File: config.mk
export PLATFORM = sky130hd
export DESIGN_NAME = muldiv_seq
export DESIGN_NICKNAME = d
export VERILOG_FILES = /design/src/rtl/muldiv_seq.sv
export SDC_FILE = /design/constraint.sdc
export NUM_CORES = 1
export LEC_CHECK = 0
export ABC_AREA = 0
export CORE_UTILIZATION = 53
export CTS_CLUSTER_DIAMETER = 200
export DETAILED_ROUTE_END_ITERATION = 16
export DONT_BUFFER_PORTS = 1
export MAX_ROUTING_LAYER = met4
export PLACE_DENSITY = 0.68
export SLEW_MARGIN = 40
export SYNTH_ARGS = -nofsm -noshare
export SYNTH_HDL_FRONTEND = slang
export SYNTH_SLANG_ARGS = --single-unit
File: constraint.sdc
create_clock -name clk -period 3.6 [get_ports clk]
set_input_delay 0.72 -clock clk [delete_from_list [all_inputs] [get_ports clk]]
set_output_delay 0.72 -clock clk [all_outputs]
set_load 0.02 [all_outputs]
File: src/rtl/muldiv_seq.sv
// Iterative multiply/divide unit owning the architectural HI/LO registers.
// One 32-step shift-add multiply or restoring divide per request; stalls the pipeline while running.
module muldiv_seq #(
   parameter int         WIDTH    = 32,
   parameter int         CNT_W    = 5,
   parameter logic [2:0] OP_MULT  = 3'b000,
   parameter logic [2:0] OP_MULTU = 3'b001,
   parameter logic [2:0] OP_DIV   = 3'b010,
   parameter logic [2:0] OP_DIVU  = 3'b011,
   parameter logic [2:0] OP_MTHI  = 3'b100,
   parameter logic [2:0] OP_MTLO  = 3'b101
) (
   input  logic             clk,
   input  logic             rst_n,
   input  logic             start,
   input  logic [2:0]       op,
   input  logic [WIDTH-1:0] src_a,
   input  logic [WIDTH-1:0] src_b,
   input  logic             flush,
   output logic             busy,
   output logic             done,
   output logic             stall_req,
   output logic [WIDTH-1:0] hi,
   output logic [WIDTH-1:0] lo
);

   typedef enum logic [1:0] {IDLE, RUN, FIX} state_t;

   state_t           state, state_nx;
   logic [CNT_W-1:0] cnt;
   logic [WIDTH-1:0] opnd, acc_hi, acc_lo;
   logic [WIDTH-1:0] hi_q, lo_q;
   logic             is_div, neg_q, neg_r, done_q;

   logic             is_mul_op, is_div_op, sgn_op, div_zero;
   logic [WIDTH:0]   mul_sum;
   logic [WIDTH:0]   div_shift;
   logic [WIDTH+1:0] div_diff;
   logic [2*WIDTH-1:0] prod_fix;
   logic [WIDTH-1:0] quo_fix, rem_fix;

   function automatic logic [WIDTH-1:0] abs_val(input logic signed [WIDTH-1:0] v, input logic sgn);
      return (sgn && v < 0) ? -v : v;
   endfunction

   function automatic logic [WIDTH-1:0] cond_neg(input logic [WIDTH-1:0] v, input logic n);
      return n ? -v : v;
   endfunction

   function automatic logic [2*WIDTH-1:0] cond_neg2(input logic [2*WIDTH-1:0] v, input logic n);
      return n ? -v : v;
   endfunction

   always_comb begin
      is_mul_op = start && (op == OP_MULT || op == OP_MULTU);
      is_div_op = start && (op == OP_DIV  || op == OP_DIVU);
      sgn_op    = (op == OP_MULT || op == OP_DIV);
      div_zero  = is_div_op && (src_b == '0);
   end

   // Iteration datapath: multiply keeps {acc_hi,acc_lo} as the shifting product/multiplier,
   // divide keeps acc_hi as partial remainder and acc_lo as dividend/quotient.
   always_comb begin
      mul_sum   = {1'b0, acc_hi} + {1'b0, (acc_lo[0] ? opnd : {WIDTH{1'b0}})};
      div_shift = {acc_hi, acc_lo[WIDTH-1]};
      div_diff  = {1'b0, div_shift} - {2'b00, opnd};
      prod_fix  = cond_neg2({acc_hi, acc_lo}, neg_q);
      quo_fix   = cond_neg(acc_lo, neg_q);
      rem_fix   = cond_neg(acc_hi, neg_r);
   end

   always_ff @(posedge clk or negedge rst_n) begin
      if (!rst_n) state <= IDLE;
      else        state <= state_nx;
   end

   always_comb begin
      state_nx = state;
      case (state)
         IDLE: if (is_mul_op || (is_div_op && !div_zero)) state_nx = RUN;
         RUN:  if (cnt == CNT_W'(WIDTH-1)) state_nx = FIX;
         FIX:  state_nx = IDLE;
         default: state_nx = IDLE;
      endcase
      if (flush) state_nx = IDLE;
   end

   always_ff @(posedge clk or negedge rst_n) begin
      if (!rst_n) begin
         cnt    <= '0;
         opnd   <= '0;
         acc_hi <= '0;
         acc_lo <= '0;
         hi_q   <= '0;
         lo_q   <= '0;
         is_div <= 1'b0;
         neg_q  <= 1'b0;
         neg_r  <= 1'b0;
         done_q <= 1'b0;
      end else begin
         done_q <= 1'b0;
         case (state)
            IDLE: if (start && !flush) begin
               if (op == OP_MTHI) begin
                  hi_q <= src_a;
               end else if (op == OP_MTLO) begin
                  lo_q <= src_a;
               end else if (is_mul_op) begin
                  opnd   <= abs_val(src_a, sgn_op);
                  acc_lo <= abs_val(src_b, sgn_op);
                  acc_hi <= '0;
                  cnt    <= '0;
                  is_div <= 1'b0;
                  neg_q  <= sgn_op && (src_a[WIDTH-1] ^ src_b[WIDTH-1]);
                  neg_r  <= 1'b0;
               end else if (div_zero) begin
                  lo_q   <= {WIDTH{1'b1}};
                  hi_q   <= src_a;
                  done_q <= 1'b1;
               end else if (is_div_op) begin
                  opnd   <= abs_val(src_b, sgn_op);
                  acc_lo <= abs_val(src_a, sgn_op);
                  acc_hi <= '0;
                  cnt    <= '0;
                  is_div <= 1'b1;
                  neg_q  <= sgn_op && (src_a[WIDTH-1] ^ src_b[WIDTH-1]);
                  neg_r  <= sgn_op && src_a[WIDTH-1];
               end
            end
            RUN: if (!flush) begin
               cnt <= cnt + CNT_W'(1);
               if (is_div) begin
                  if (!div_diff[WIDTH+1]) begin
                     acc_hi <= div_diff[WIDTH-1:0];
                     acc_lo <= {acc_lo[WIDTH-2:0], 1'b1};
                  end else begin
                     acc_hi <= div_shift[WIDTH-1:0];
                     acc_lo <= {acc_lo[WIDTH-2:0], 1'b0};
                  end
               end else begin
                  acc_hi <= mul_sum[WIDTH:1];
                  acc_lo <= {mul_sum[0], acc_lo[WIDTH-1:1]};
               end
            end
            FIX: if (!flush) begin
               // Sign correction and architectural commit
               if (is_div) begin
                  hi_q <= rem_fix;
                  lo_q <= quo_fix;
               end else begin
                  hi_q <= prod_fix[2*WIDTH-1:WIDTH];
                  lo_q <= prod_fix[WIDTH-1:0];
               end
               done_q <= 1'b1;
            end
            default: ;
         endcase
      end
   end

   assign busy      = (state != IDLE);
   assign stall_req = busy;
   assign done      = done_q;
   assign hi        = hi_q;
   assign lo        = lo_q;

endmodule

==> reports/metrics.cfg <==
[global_route]
gr-usage-met3=0.06935
met1_usage=0.5569
grt-busiest-layer=met1
grt_pass1_wl_um=83010
grt_pass1_vias=13910
grt_util_all_layers=0.3831
grt-ovfl-total=0
grt_max_degree=172
antenna_found_initial=0
grtUsageMet2=0.5295

[cts]
cts_tree=done
cts_setup_buffers=0
clkTransAtPathRegs_ns=0.08
clockBufferDepth=2
numCtsBuffers=17
cts_root_buf=clkbuf_16
clock-sinks=171
h-tree-depth=4
clkLatencyLatePin_ns=0.45

[synth]
synth_edf_count=0
ys_warn_count=0
synth_cell_type_count=79
avgSynthCellArea_um2=7.611
synth_compound_area_frac=0.2418
synth_area_leaders=dfrtp_1 (28%), o21ai_0 (7.2%), nand2_1 (6.7%), xnor2_1 (6.1%), ha_1 (5.7%)
synth-xor-area-share=0.09899
synth_common_cells=nand2_1 (274), o21ai_0 (219), nor2_1 (192)
synth_area_leader_cell=dfrtp_1
synth_flop_cell=dfrtp_1
yosysMostFrequentCell=nand2_1
postSynthCellCount=2011
syn_nets=2154
synth-simple-area-share=0.2116
synthAdderAreaFrac=0.05984
ys_ff_latch=171
async_flop_share=1.000
synth_top_family_by_area=compound AO/OA/AOI/OAI gates
muxShareOfSynthArea=0.05690
netlist_area_um2=15310
ys_seq_area_frac=0.2796
netlist.area_leader.share=0.2796

[setup_path]
worst_ep_arrival_time_ns=3.77
critPathLaunchType=flip-flop
reg2reg_depth=12
cpMaxStageDelayCell=a21oi_1
crit_type=flip-flop to flip-flop
critPathMostFrequentCell=o21ai_0
slowest_delay_ns=0.47
path_cells=inv_1 > ha_1 > a21o_1 > a31o_2 > o21ai_0 > o211ai_1 > a21oi_1 > o41ai_2 > buf_12 > mux2_2 > a22oi_1 > o21ai_0
cp.buffers_inverters=2
cp_top_family=compound AO/OA/AOI/OAI gates
end_kind=flip-flop
critical_path_required_ns=3.92
critical_path_depth=12
path_max_fanout=23

[pwr]
power_leakage_uw=0.007153
pwr_density_cell_nw_per_um2=800.0
vdd_drop_max_mv=0.3439

[timing]
finalSetupTns_ns=0
max_freq_mhz=290.0
final.setup.worst_slack_ns=0.1520
finalClockSkew_ns=0.01765
fin_crit_sh=0.9578
maxSlewHeadroom=0.4173
slew_viol_final=0
min_period_ns=3.448
worstMarginPinSlew_ns=0.8701
hold_slack_ns=-0.03186
hold_viol_final=92
setup_viol=0
rsz0062_at_grt=false

[outcome]
status=finished with violations
violations=negative hold slack

[place]
io_buffer_count=0
placed_cells=2346
hpwl_um=42500
gp_congestion=0.9927
pre_cts_ws_ns=0.06463
place_area_um2=16040

[finish]
drive_gt1_frac=0.08750
final_cells=2378
syn_to_final_growth_pct=8.640
fillers=2690
n_antenna_cell=0
nNetsFinal=2130
fin_area_um2=16630

[floorplan]
placementRows=61
die_y_um=171.9
initial_core_util=0.5449
core-area_um2=28090
die_area_um2=29560
die_x_um=171.9
num_io_pins=138

[detailed_routing]
wl_per_cell_um=22.87
viasPerCell=6.447
wirelength_um=54370
ant_nets=0
drt-initial-drc-count=1777
vias=15330
drcViolationCount=0
dr.pass1.iters=6

[min_path]
min_path_type=input pin to async pin

[flow_run]
maxCapViolations=0

cell families after synthesis:
logic type,after synthesis
xor+xnor,173
flops,171
mux,85
simple gates,704
compound gates,611
fa+ha+maj,72
buf+inv,195
where the power goes:
group	switching (uW)	total [uW]	internal, uW
clock	961	1890	928
sequential	811	3250	2440
combinational	4920	8160	3240
total	6700	13300	6610
stage by stage:
stage          utilization  total power [uW]
5_1_grt             0.5920             14160
2_1_floorplan            -              8706
4_1_cts             0.5916             13090
6_report            0.5920             13300
3_5_place_dp        0.5711             11190
3_3_place_gp        0.5711             11070
path summary, 6_finish.rpt:
path,endpoint,slack [ns],start
max,acc_hi[16],0.15,opnd[4]
min,acc_hi[26],-0.03,rst_n
max reg2reg,acc_hi[16],0.15,opnd[4]
min reg2reg,opnd[27],0.49,opnd[27]
max in group asynchronous,acc_lo[25],3.36,rst_n
min in group clk,done,0.34,flush
layer usage:
layer  routed length (um)  part of all wire  vias to the layer above
met3                 6172              0.11                       83
li1                     -                 -                     7132
met1                24040              0.44                     7322
met4                 1719             0.032                        0
met2                22440              0.41                      794
met5                    0                 0                        -
what timing repair did:
item                       in CTS  in global routing
setup endpoints to repair       0                 11
gates resized for setup         0                  5
hold endpoints to repair      171                168
layout make-up:
| type | count | area (um^2) | area share |
|---|---|---|---|
| Tap cell | 378 | 473.0 | 0.02844 |
| Clock buffer | 18 | 429.2 | 0.02581 |
| Timing Repair Buffer | 89 | 755.7 | 0.04545 |
| Inverter | 63 | 236.5 | 0.01422 |
| Clock inverter | 14 | 146.4 | 0.008804 |
| Sequential cell | 171 | 4280 | 0.2574 |
| Multi-Input combinational cell | 1645 | 10310 | 0.6199 |
cells in the final DEF, fill, tap and decap left out, drive strengths merged, types with 16 or more instances in the layout:
cell type / netlist / routed
nor4: 23 / 23
a211oi: 17 / 17
nor2: 192 / 192
nand2b: 19 / 19
xor2: 66 / 66
a21oi: 142 / 142
dfrtp: 171 / 171
o21ai: 226 / 226
nor3: 51 / 51
mux2: 16 / 16
clkbuf: 98 / 18
o22ai: 29 / 29
nand2: 274 / 274
or3: 19 / 19
or4: 17 / 17
nand3: 36 / 36
a22oi: 21 / 21
o31ai: 30 / 30
mux2i: 69 / 69
inv: 63 / 71
a31oi: 32 / 32
ha: 70 / 70
buf: 34 / 89
xnor2: 107 / 107
registers in the layout, indices dropped and copies added (netlist names), 2 cells and up:
register	flops
acc_hi	32
acc_lo	32
hi	32
lo	32
opnd	32
cnt	5
state	2
(Power assumes the default switching activity.)
